File: src/rtl/execute_stage.sv
// execute_stage: operand forwarding, NZCV condition check, single-cycle ALU and a sequenced MUL.
// Latency: ADD..SHR are combinational (0 cycles); MUL holds Execute for MUL_LAT cycles, result in the last one.
// Backpressure: BusyE stays high while a MUL is in flight so the hazard unit stalls F/D and clears D/E.
module execute_stage #(
    parameter int N       = 24,
    parameter int MUL_LAT = 4
) (
    input  logic         clk,
    input  logic         rst,
    input  logic         PCSrcE,
    input  logic         RegWriteE,
    input  logic         MemtoRegE,
    input  logic         MemWriteE,
    input  logic [2:0]   ALUControlE,
    input  logic         BranchE,
    input  logic         ALUSrcE,
    input  logic [1:0]   FlagWriteE,
    input  logic         CondE,
    input  logic [3:0]   FlagsE,
    input  logic [N-1:0] RD1E,
    input  logic [N-1:0] RD2E,
    input  logic [N-1:0] ExtImmE,
    input  logic [3:0]   A3E,
    input  logic [1:0]   ForwardAE,
    input  logic [1:0]   ForwardBE,
    input  logic [N-1:0] ALUResultM,
    input  logic [N-1:0] ResultW,
    output logic [N-1:0] ALUResultE,
    output logic [N-1:0] WriteDataE,
    output logic [3:0]   WA3E,
    output logic         PCSrcGE,
    output logic         RegWriteGE,
    output logic         MemWriteGE,
    output logic         MemtoRegGE,
    output logic         BranchTakenE,
    output logic         BusyE,
    output logic [3:0]   FlagsOutE
);

    localparam logic [2:0] OP_ADD = 3'b000;
    localparam logic [2:0] OP_SUB = 3'b001;
    localparam logic [2:0] OP_AND = 3'b010;
    localparam logic [2:0] OP_OR  = 3'b011;
    localparam logic [2:0] OP_XOR = 3'b100;
    localparam logic [2:0] OP_SHL = 3'b101;
    localparam logic [2:0] OP_SHR = 3'b110;
    localparam logic [2:0] OP_MUL = 3'b111;

    // Counter tracks which MUL cycle we are in; cycle 0 is the IDLE capture cycle.
    localparam int            CW       = $clog2(MUL_LAT);
    localparam logic [CW-1:0] CNT_LAST = CW'(MUL_LAT - 1);

    typedef enum logic {
        S_IDLE,
        S_BUSY
    } state_t;

    state_t state;
    state_t state_nxt;

    logic [CW-1:0] cnt;

    // NZCV register: [3]=N [2]=Z [1]=C [0]=V
    logic [3:0] nzcv;
    logic [1:0] flag_we;
    logic [3:0] flag_val;

    logic [N-1:0] srca;
    logic [N-1:0] srcb;
    logic [N-1:0] wdata;

    logic cc_ok;
    logic cond_pass;

    logic [N:0]   sum_ext;
    logic [N:0]   dif_ext;
    logic [31:0]  shamt;
    logic [N-1:0] alu_res;
    logic         alu_c;
    logic         alu_v;

    // State captured at MUL issue; D/E is cleared upstream while we are busy.
    logic [N-1:0] cap_a;
    logic [N-1:0] cap_b;
    logic [N-1:0] cap_wd;
    logic [3:0]   cap_a3;
    logic         cap_rw;
    logic         cap_mw;
    logic         cap_m2r;
    logic         cap_pcs;
    logic [1:0]   cap_fw;

    logic         mul_issue;
    logic         mul_done;
    logic [N-1:0] mul_res;

    // Operand forwarding; encoding 11 falls back to the register file value.
    always_comb begin
        case (ForwardAE)
            2'b01:   srca = ResultW;
            2'b10:   srca = ALUResultM;
            default: srca = RD1E;
        endcase
        case (ForwardBE)
            2'b01:   wdata = ResultW;
            2'b10:   wdata = ALUResultM;
            default: wdata = RD2E;
        endcase
        srcb = ALUSrcE ? ExtImmE : wdata;
    end

    // Condition evaluation uses the flags as they stood before this cycle's update.
    always_comb begin
        case (FlagsE)
            4'b0000: cc_ok = nzcv[2];
            4'b0001: cc_ok = ~nzcv[2];
            4'b0010: cc_ok = nzcv[3] ^ nzcv[0];
            4'b0011: cc_ok = ~(nzcv[3] ^ nzcv[0]);
            4'b1110: cc_ok = 1'b1;
            default: cc_ok = 1'b0;
        endcase
        cond_pass = ~CondE | cc_ok;
    end

    // Single-cycle ALU; C is carry-out for ADD and no-borrow for SUB, zero otherwise.
    always_comb begin
        sum_ext = {1'b0, srca} + {1'b0, srcb};
        dif_ext = {1'b0, srca} - {1'b0, srcb};
        shamt   = {27'd0, srcb[4:0]};
        alu_res = '0;
        alu_c   = 1'b0;
        alu_v   = 1'b0;
        case (ALUControlE)
            OP_ADD: begin
                alu_res = sum_ext[N-1:0];
                alu_c   = sum_ext[N];
                alu_v   = (srca[N-1] == srcb[N-1]) && (sum_ext[N-1] != srca[N-1]);
            end
            OP_SUB: begin
                alu_res = dif_ext[N-1:0];
                alu_c   = ~dif_ext[N];
                alu_v   = (srca[N-1] != srcb[N-1]) && (dif_ext[N-1] != srca[N-1]);
            end
            OP_AND:  alu_res = srca & srcb;
            OP_OR:   alu_res = srca | srcb;
            OP_XOR:  alu_res = srca ^ srcb;
            OP_SHL:  alu_res = (shamt >= N) ? '0 : (srca << srcb[4:0]);
            OP_SHR:  alu_res = (shamt >= N) ? '0 : (srca >> srcb[4:0]);
            default: alu_res = '0;
        endcase
    end

    // Only the low N bits of the product are architecturally visible.
    assign mul_res   = cap_a * cap_b;
    assign mul_issue = (state == S_IDLE) && (ALUControlE == OP_MUL) && cond_pass;
    assign mul_done  = (state == S_BUSY) && (cnt == CNT_LAST);

    // FSM state register.
    always_ff @(posedge clk) begin
        if (rst) begin
            state <= S_IDLE;
        end else begin
            state <= state_nxt;
        end
    end

    // FSM next state: a passing MUL enters BUSY, the last MUL cycle returns to IDLE.
    always_comb begin
        state_nxt = state;
        case (state)
            S_IDLE:  if (mul_issue) state_nxt = S_BUSY;
            S_BUSY:  if (cnt == CNT_LAST) state_nxt = S_IDLE;
            default: state_nxt = S_IDLE;
        endcase
    end

    // MUL cycle counter and operand/control capture at issue.
    always_ff @(posedge clk) begin
        if (rst) begin
            cnt     <= '0;
            cap_a   <= '0;
            cap_b   <= '0;
            cap_wd  <= '0;
            cap_a3  <= '0;
            cap_rw  <= 1'b0;
            cap_mw  <= 1'b0;
            cap_m2r <= 1'b0;
            cap_pcs <= 1'b0;
            cap_fw  <= 2'b00;
        end else if (state == S_IDLE) begin
            if (mul_issue) begin
                cnt     <= CW'(1);
                cap_a   <= srca;
                cap_b   <= srcb;
                cap_wd  <= wdata;
                cap_a3  <= A3E;
                cap_rw  <= RegWriteE;
                cap_mw  <= MemWriteE;
                cap_m2r <= MemtoRegE;
                cap_pcs <= PCSrcE;
                cap_fw  <= FlagWriteE;
            end else begin
                cnt <= '0;
            end
        end else begin
            cnt <= (cnt == CNT_LAST) ? '0 : cnt + CW'(1);
        end
    end

    // FSM outputs: gated controls, result mux, busy and flag-write selection.
    always_comb begin
        BusyE        = 1'b0;
        PCSrcGE      = 1'b0;
        RegWriteGE   = 1'b0;
        MemWriteGE   = 1'b0;
        MemtoRegGE   = 1'b0;
        BranchTakenE = 1'b0;
        ALUResultE   = '0;
        WriteDataE   = wdata;
        WA3E         = A3E;
        flag_we      = 2'b00;
        flag_val     = 4'b0000;
        if (state == S_BUSY) begin
            WriteDataE = cap_wd;
            WA3E       = cap_a3;
            if (mul_done) begin
                ALUResultE = mul_res;
                PCSrcGE    = cap_pcs;
                RegWriteGE = cap_rw;
                MemWriteGE = cap_mw;
                MemtoRegGE = cap_m2r;
                flag_we    = cap_fw;
                flag_val   = {mul_res[N-1], (mul_res == '0), 2'b00};
            end else begin
                BusyE = 1'b1;
            end
        end else if (ALUControlE == OP_MUL) begin
            // Issue cycle (or a failed-condition MUL) is a bubble.
            BusyE = cond_pass;
        end else if (cond_pass) begin
            ALUResultE   = alu_res;
            PCSrcGE      = PCSrcE;
            RegWriteGE   = RegWriteE;
            MemWriteGE   = MemWriteE;
            MemtoRegGE   = MemtoRegE;
            BranchTakenE = BranchE;
            flag_we      = FlagWriteE;
            flag_val     = {alu_res[N-1], (alu_res == '0), alu_c, alu_v};
        end
        if (rst) begin
            BusyE        = 1'b0;
            PCSrcGE      = 1'b0;
            RegWriteGE   = 1'b0;
            MemWriteGE   = 1'b0;
            MemtoRegGE   = 1'b0;
            BranchTakenE = 1'b0;
            flag_we      = 2'b00;
        end
    end

    // NZCV register; N,Z and C,V fields are written independently.
    always_ff @(posedge clk) begin
        if (rst) begin
            nzcv <= 4'b0000;
        end else begin
            if (flag_we[1]) nzcv[3:2] <= flag_val[3:2];
            if (flag_we[0]) nzcv[1:0] <= flag_val[1:0];
        end
    end

    assign FlagsOutE = nzcv;

endmodule

File: config.mk
export PLATFORM = sky130hd
export DESIGN_NAME = execute_stage
export DESIGN_NICKNAME = d
export VERILOG_FILES = /design/src/rtl/execute_stage.sv
export SDC_FILE = /design/constraint.sdc
export NUM_CORES = 1
export LEC_CHECK = 0
export BUFFER_PORTS_ARGS = -buffer_cell sky130_fd_sc_hd__buf_2
export CORE_UTILIZATION = 50
export DETAILED_ROUTE_END_ITERATION = 10
export PLACE_DENSITY = 0.7
export REMOVE_ABC_BUFFERS = 1
export SETUP_SLACK_MARGIN = 0.15
export SKIP_LAST_GASP = 1
export SLEW_MARGIN = 15
export SYNTH_ARGS = -nofsm -noshare
export SYNTH_HDL_FRONTEND = slang
export SYNTH_SLANG_ARGS = --single-unit
File: constraint.sdc
create_clock -name clk -period 11.93 [get_ports clk]
set_clock_uncertainty 0.1 [all_clocks]
set_input_delay 0.5965 -clock clk [delete_from_list [all_inputs] [get_ports clk]]
set_output_delay 0.5965 -clock clk [all_outputs]
set_load 0.01 [all_outputs]
* After elaboration in Yosys (flattened, before gate mapping) *
Cells that the tools add are included.

word-level totals
  bits in registers = 89
  bits in latches = 0
  bits in writable memories = 0
  ROM bits = 0
  input bits = 146
  output and inout port bits = 62
  logic and storage cells = 118
  memories = 0

operators by class
  add/subtract/negate cells = 3
  multipliers = 1
  divide/modulo/power cells = 0
  magnitude comparators = 1
  equal/unequal tests = 20
  shift-type cells = 2
  multiplexer cells = 58
  bitwise operators = 10
  reduce and logical (&&, ||, !) cells = 10

operator list
  operator              number
  $mux W24              8
  $pmux W24 S7          1
  $pmux W24 S2          2
  $logic_not A24 Y1     2
  $mux W1               31
  $add A24 B24 Y25      1
  $sub A24 B24 Y25      1
  $and A24 B24 Y24      1
  $mul A24 B24 Y24      1
  $or A24 B24 Y24       1
  $shl A24 B5 Y24       1
  $shr A24 B5 Y24       1
  $xor A24 B24 Y24      1
  $mux W4               5
  $mux W2               7
  $eq A3 B3 Y1 const B  4
  $eq A4 B2 Y1 const B  2
  $eq A2 B2 Y1 const B  3
  $eq A3 B2 Y1 const B  2
  $pmux W1 S2           3
  $ge A5 B5 Y1 const B  1
  $logic_and A1 B1 Y1   5
  $not A1 Y1            5
  $pmux W1 S5           1
  other kinds (12)      15

* Depth between registers and ports, before layout *
  depth in word-level cells = 10
  mapped depth = 28
  depth with buffers taken out = 26

* Least setup slack after synthesis *
No wires, ideal clock.

  path type = register to output
  start point = register cap_b[4]
  end point = output ALUResultE[23]
  arrival time = 6458 ps
  path slack = 4775 ps
  cell stages (with the launch flop) = 28
  path through = dfxtp_1 clkbuf_1 clkbuf_1 nand2_1 fa_1 inv_1 fa_1 inv_1 fa_1 inv_1 ha_1 fa_1 fa_1 inv_1 fa_1 inv_1 ha_1 and3_1 a21oi_1 o211ai_1 a31oi_1 o21ai_0 a2111o_1 a31oi_1 xnor2_1 a22oi_1 inv_1 buf_4

on the way
  cells in the longest elaborated chain, start to end = 3

ends and longest elaborated chain
  item                      RTL line  source
  start: declaration        84        logic [N-1:0] cap_b;
  start signal: assignment  194       cap_b <= srcb;
  $mul A24 B24 Y24          154       assign mul_res = cap_a * cap_b;
  $mux W24                  226       if (mul_done) begin
  $mux W24                  223       if (state == S_BUSY) begin
  end: declaration          28        output logic [N-1:0] ALUResultE,

No other way between the ends.

* Worst setup path after layout *
  start point = register cap_b[0]
  end point = output ALUResultE[22]

The elaborated chain is that of the path after synthesis.

==> flow_summary.toml <==
[clock_tree]
clock_sinks = 89
path_clk_slew_ns = 0.09
clock-root-buffer = "clkbuf_16"
cts_tree = "done"
h-tree-depth = 3
worstSkewPairLatency_ns = 0.40
cts_made_buffers = 9
cts_setup_buffers = 0
clock_path_buffers = 2
ctsHoldBuffers = 0
cts_resized = 0

[synthesis]
synth-edff-count = 0
syn_inst = 2676
synth_top_flop_cell = "dfxtp_1"
async_flop_share_pct = 0
yosysWarnings = 0
synth_seq_cells = 89
synth_cell_type_count = 87
yosysSeqAreaShare_pct = 8.85
netlist_area_sq_mm = 0.0201
synth_area_per_cell_sq_um = 7.53

[critical_path]
cp-end-kind = "output pin"
timing_worst_setup_path_type = "reg2out"
crit_fanout = 25
critPathRequiredTime_ns = 11.23
cp.arrival_ns = 7.63
worst_setup_path_start_kind = "flip-flop"

[grt]
grt_pass1_wl_um = 112000
antenna_found_initial = 2
grt_max_degree = 81
grt_use_total_pct = 35.3
grt_overflow = 0
grt_pass1_vias = 19652

[route]
wl_met3_um = 5820
maxUsedRoutingLayer = "met5"
viasPerCell = 6.01
wl_per_cell_um = 22.0
drc = 0
met2WireLength_um = 33400
wl_um = 72300
m1WireLength_um = 30500
vias = 19731
ant_nets = 0
drtIter0Drc = 2082
firstDrtPassIters = 6

[sta]
hold_viol = 0
fin_crit_ns = 8.32
tns_ns = 0
hold_ws_ns = 0.336
slew_headroom_pct = 14.6
timing.fmax_mhz = 120
setup_viol = 0
post-route-period-util_pct = 69.8
rsz0062_at_grt = "no"
report.final.slew_viol_count = 0
worstMarginPinSlew_ns = 1.25
setup_slack_ns = 3.61

[hold_path]
worstHoldPathType = "in2reg"

[placement]
post-place-ws_ns = 4.09
place_area_sq_mm = 0.0214
dp.cells = 3266
io_buffers = 207
place.gp.congestion = 0.999
dp_hpwl_um = 57100

[floorplanning]
start_util_pct = 50.7
die_y_um = 203
boundaryPins = 208
rows = 73
die_area_sq_mm = 0.0411
die_w_um = 203
core_sq_mm = 0.0397

[layout]
final_util_pct = 54.7
nFillCells = 3835
layoutNonFillerInstCount = 3282
drive_above_1_share_pct = 11.1
syn2layout_area_growth_pct = 7.97
mostFrequentLayoutCells = "371 x inv_1, 352 x nand2_1, 215 x fa_1, 206 x buf_2, 179 x and2_1"
layout_commonest_cell = "inv_1"
final_nets = 3274
antennaDiodeCount = 0
final_cell_area_sq_mm = 0.0217

[power_and_ir_drop]
leakage_nw = 10.2
total_power_mw = 1.53
p_per_area_mw_per_mm2 = 70.2
ir_drop_mv = 0.0759

[run_status]
status = "complete, no violations"

[job]
drv_cap = 0
[state kept, by name, summed over array words and instances, names as in the netlist]
signal	cells
cnt	2
cap_a3	4
cap_b	24
FlagsOutE	4
cap_a	24
cap_wd	24
cap_mw	1
cap_pcs	1
state	1
cap_fw	2
cap_rw	1
cap_m2r	1
[worst paths after layout]
| path | from | endpoint | slack, ns | depth (start not counted) |
|---|---|---|---|---|
| setup / recovery | cap_b[0] | ALUResultE[22] | 3.61 | 25 |
| hold / removal | PCSrcE | cap_pcs | 0.34 | 3 |
| setup reg to reg | cap_b[0] | FlagsOutE[2] | 4.56 | 24 |
| hold reg to reg | cap_m2r | cap_m2r | 0.36 | 2 |
[layer usage]
metal	global-route usage, %	vias up
li1	-	9069
met1	46.0	9571
met2	58.4	923
met3	5.79	166
met4	13.5	2
met5	0	-
[cells by family after synthesis]
| kind of cell | count (synthesis) | share of synthesized area (%) |
|---|---|---|
| and+or+nand+nor | 844 | 19.7 |
| AOI/OAI and AO/OA | 641 | 21.4 |
| buffers and inverters | 555 | 10.5 |
| adders and majority gates | 376 | 31.4 |
| muxes | 92 | 4.73 |
| DFF | 89 | 8.85 |
| xor gates and xnor gates | 79 | 3.44 |
[synth_stat cells, types with 6 or more instances]
cell type / n / share of area [%]
o31ai_1: 10 / 0.37
o211ai_1: 21 / 0.78
fa_1: 215 / 21
a21o_1: 14 / 0.52
a211oi_1: 41 / 1.5
a2111oi_0: 6 / 0.26
o21ai_1: 12 / 0.30
xnor2_1: 61 / 2.7
a221oi_1: 16 / 0.70
clkbuf_1: 146 / 2.7
xor2_1: 18 / 0.78
and3_1: 7 / 0.22
nor3b_1: 11 / 0.41
o21bai_1: 9 / 0.34
o221ai_1: 14 / 0.61
ha_1: 161 / 10
o22ai_1: 36 / 1.1
a211o_1: 9 / 0.39
nand3_1: 19 / 0.47
nand2b_1: 17 / 0.53
o21a_1: 25 / 0.93
nand2_1: 352 / 6.6
buf_2: 16 / 0.40
nor2_1: 175 / 3.3
o21ai_0: 118 / 2.9
nor4_1: 10 / 0.31
a22oi_1: 43 / 1.6
a31oi_1: 13 / 0.40
or3_1: 8 / 0.25
inv_1: 371 / 6.9
and2_1: 179 / 5.6
a21oi_1: 159 / 4.0
nor3_1: 25 / 0.62
a221o_1: 28 / 1.4
mux2_2: 15 / 0.84
dfxtp_1: 89 / 8.8
a22o_1: 11 / 0.48
or2_2: 8 / 0.25
buf_1: 17 / 0.32
nor2b_1: 14 / 0.43
mux2i_1: 76 / 3.8
[worst max-delay path, stage by stage, from the launching register on]
cell and delay (ns):
dfxtp_1 0.89, nand2_1 0.18, fa_1 0.58, inv_1 0.06, fa_1 0.53, inv_1 0.06
fa_1 0.52, inv_1 0.04, ha_1 0.18, fa_1 0.48, inv_1 0.05, fa_1 0.48
fa_1 0.49, inv_1 0.04, ha_1 0.23, o41ai_1 0.47, o2111a_1 0.33, o21bai_1 0.09
a21o_1 0.22, nand2b_1 0.08, nand2_1 0.08, a2111oi_0 0.46, a21oi_1 0.11, xor2_1 0.19
a22o_1 0.25, buf_2 0.14
[where the power goes]
group,switching (mW),internal (mW),leakage [nW],total [mW]
clock network,0.170,0.150,0.149,0.319
registers,0.0248,0.306,0.722,0.331
logic,0.572,0.305,9.34,0.877
total,0.766,0.761,10.2,1.53
[cell type report]
class | count | area [sq um] | share of cell area [%]
multi-input combinational | 2032 | 16300 | 74.8
sequential | 89 | 1780 | 8.20
inverter | 374 | 1410 | 6.47
timing repair buffer | 246 | 1330 | 6.12
tap | 525 | 657 | 3.02
clock buffer | 9 | 225 | 1.04
clock inverter | 7 | 76.3 | 0.351
No activity file was read; power rests on OpenSTA's default activity.
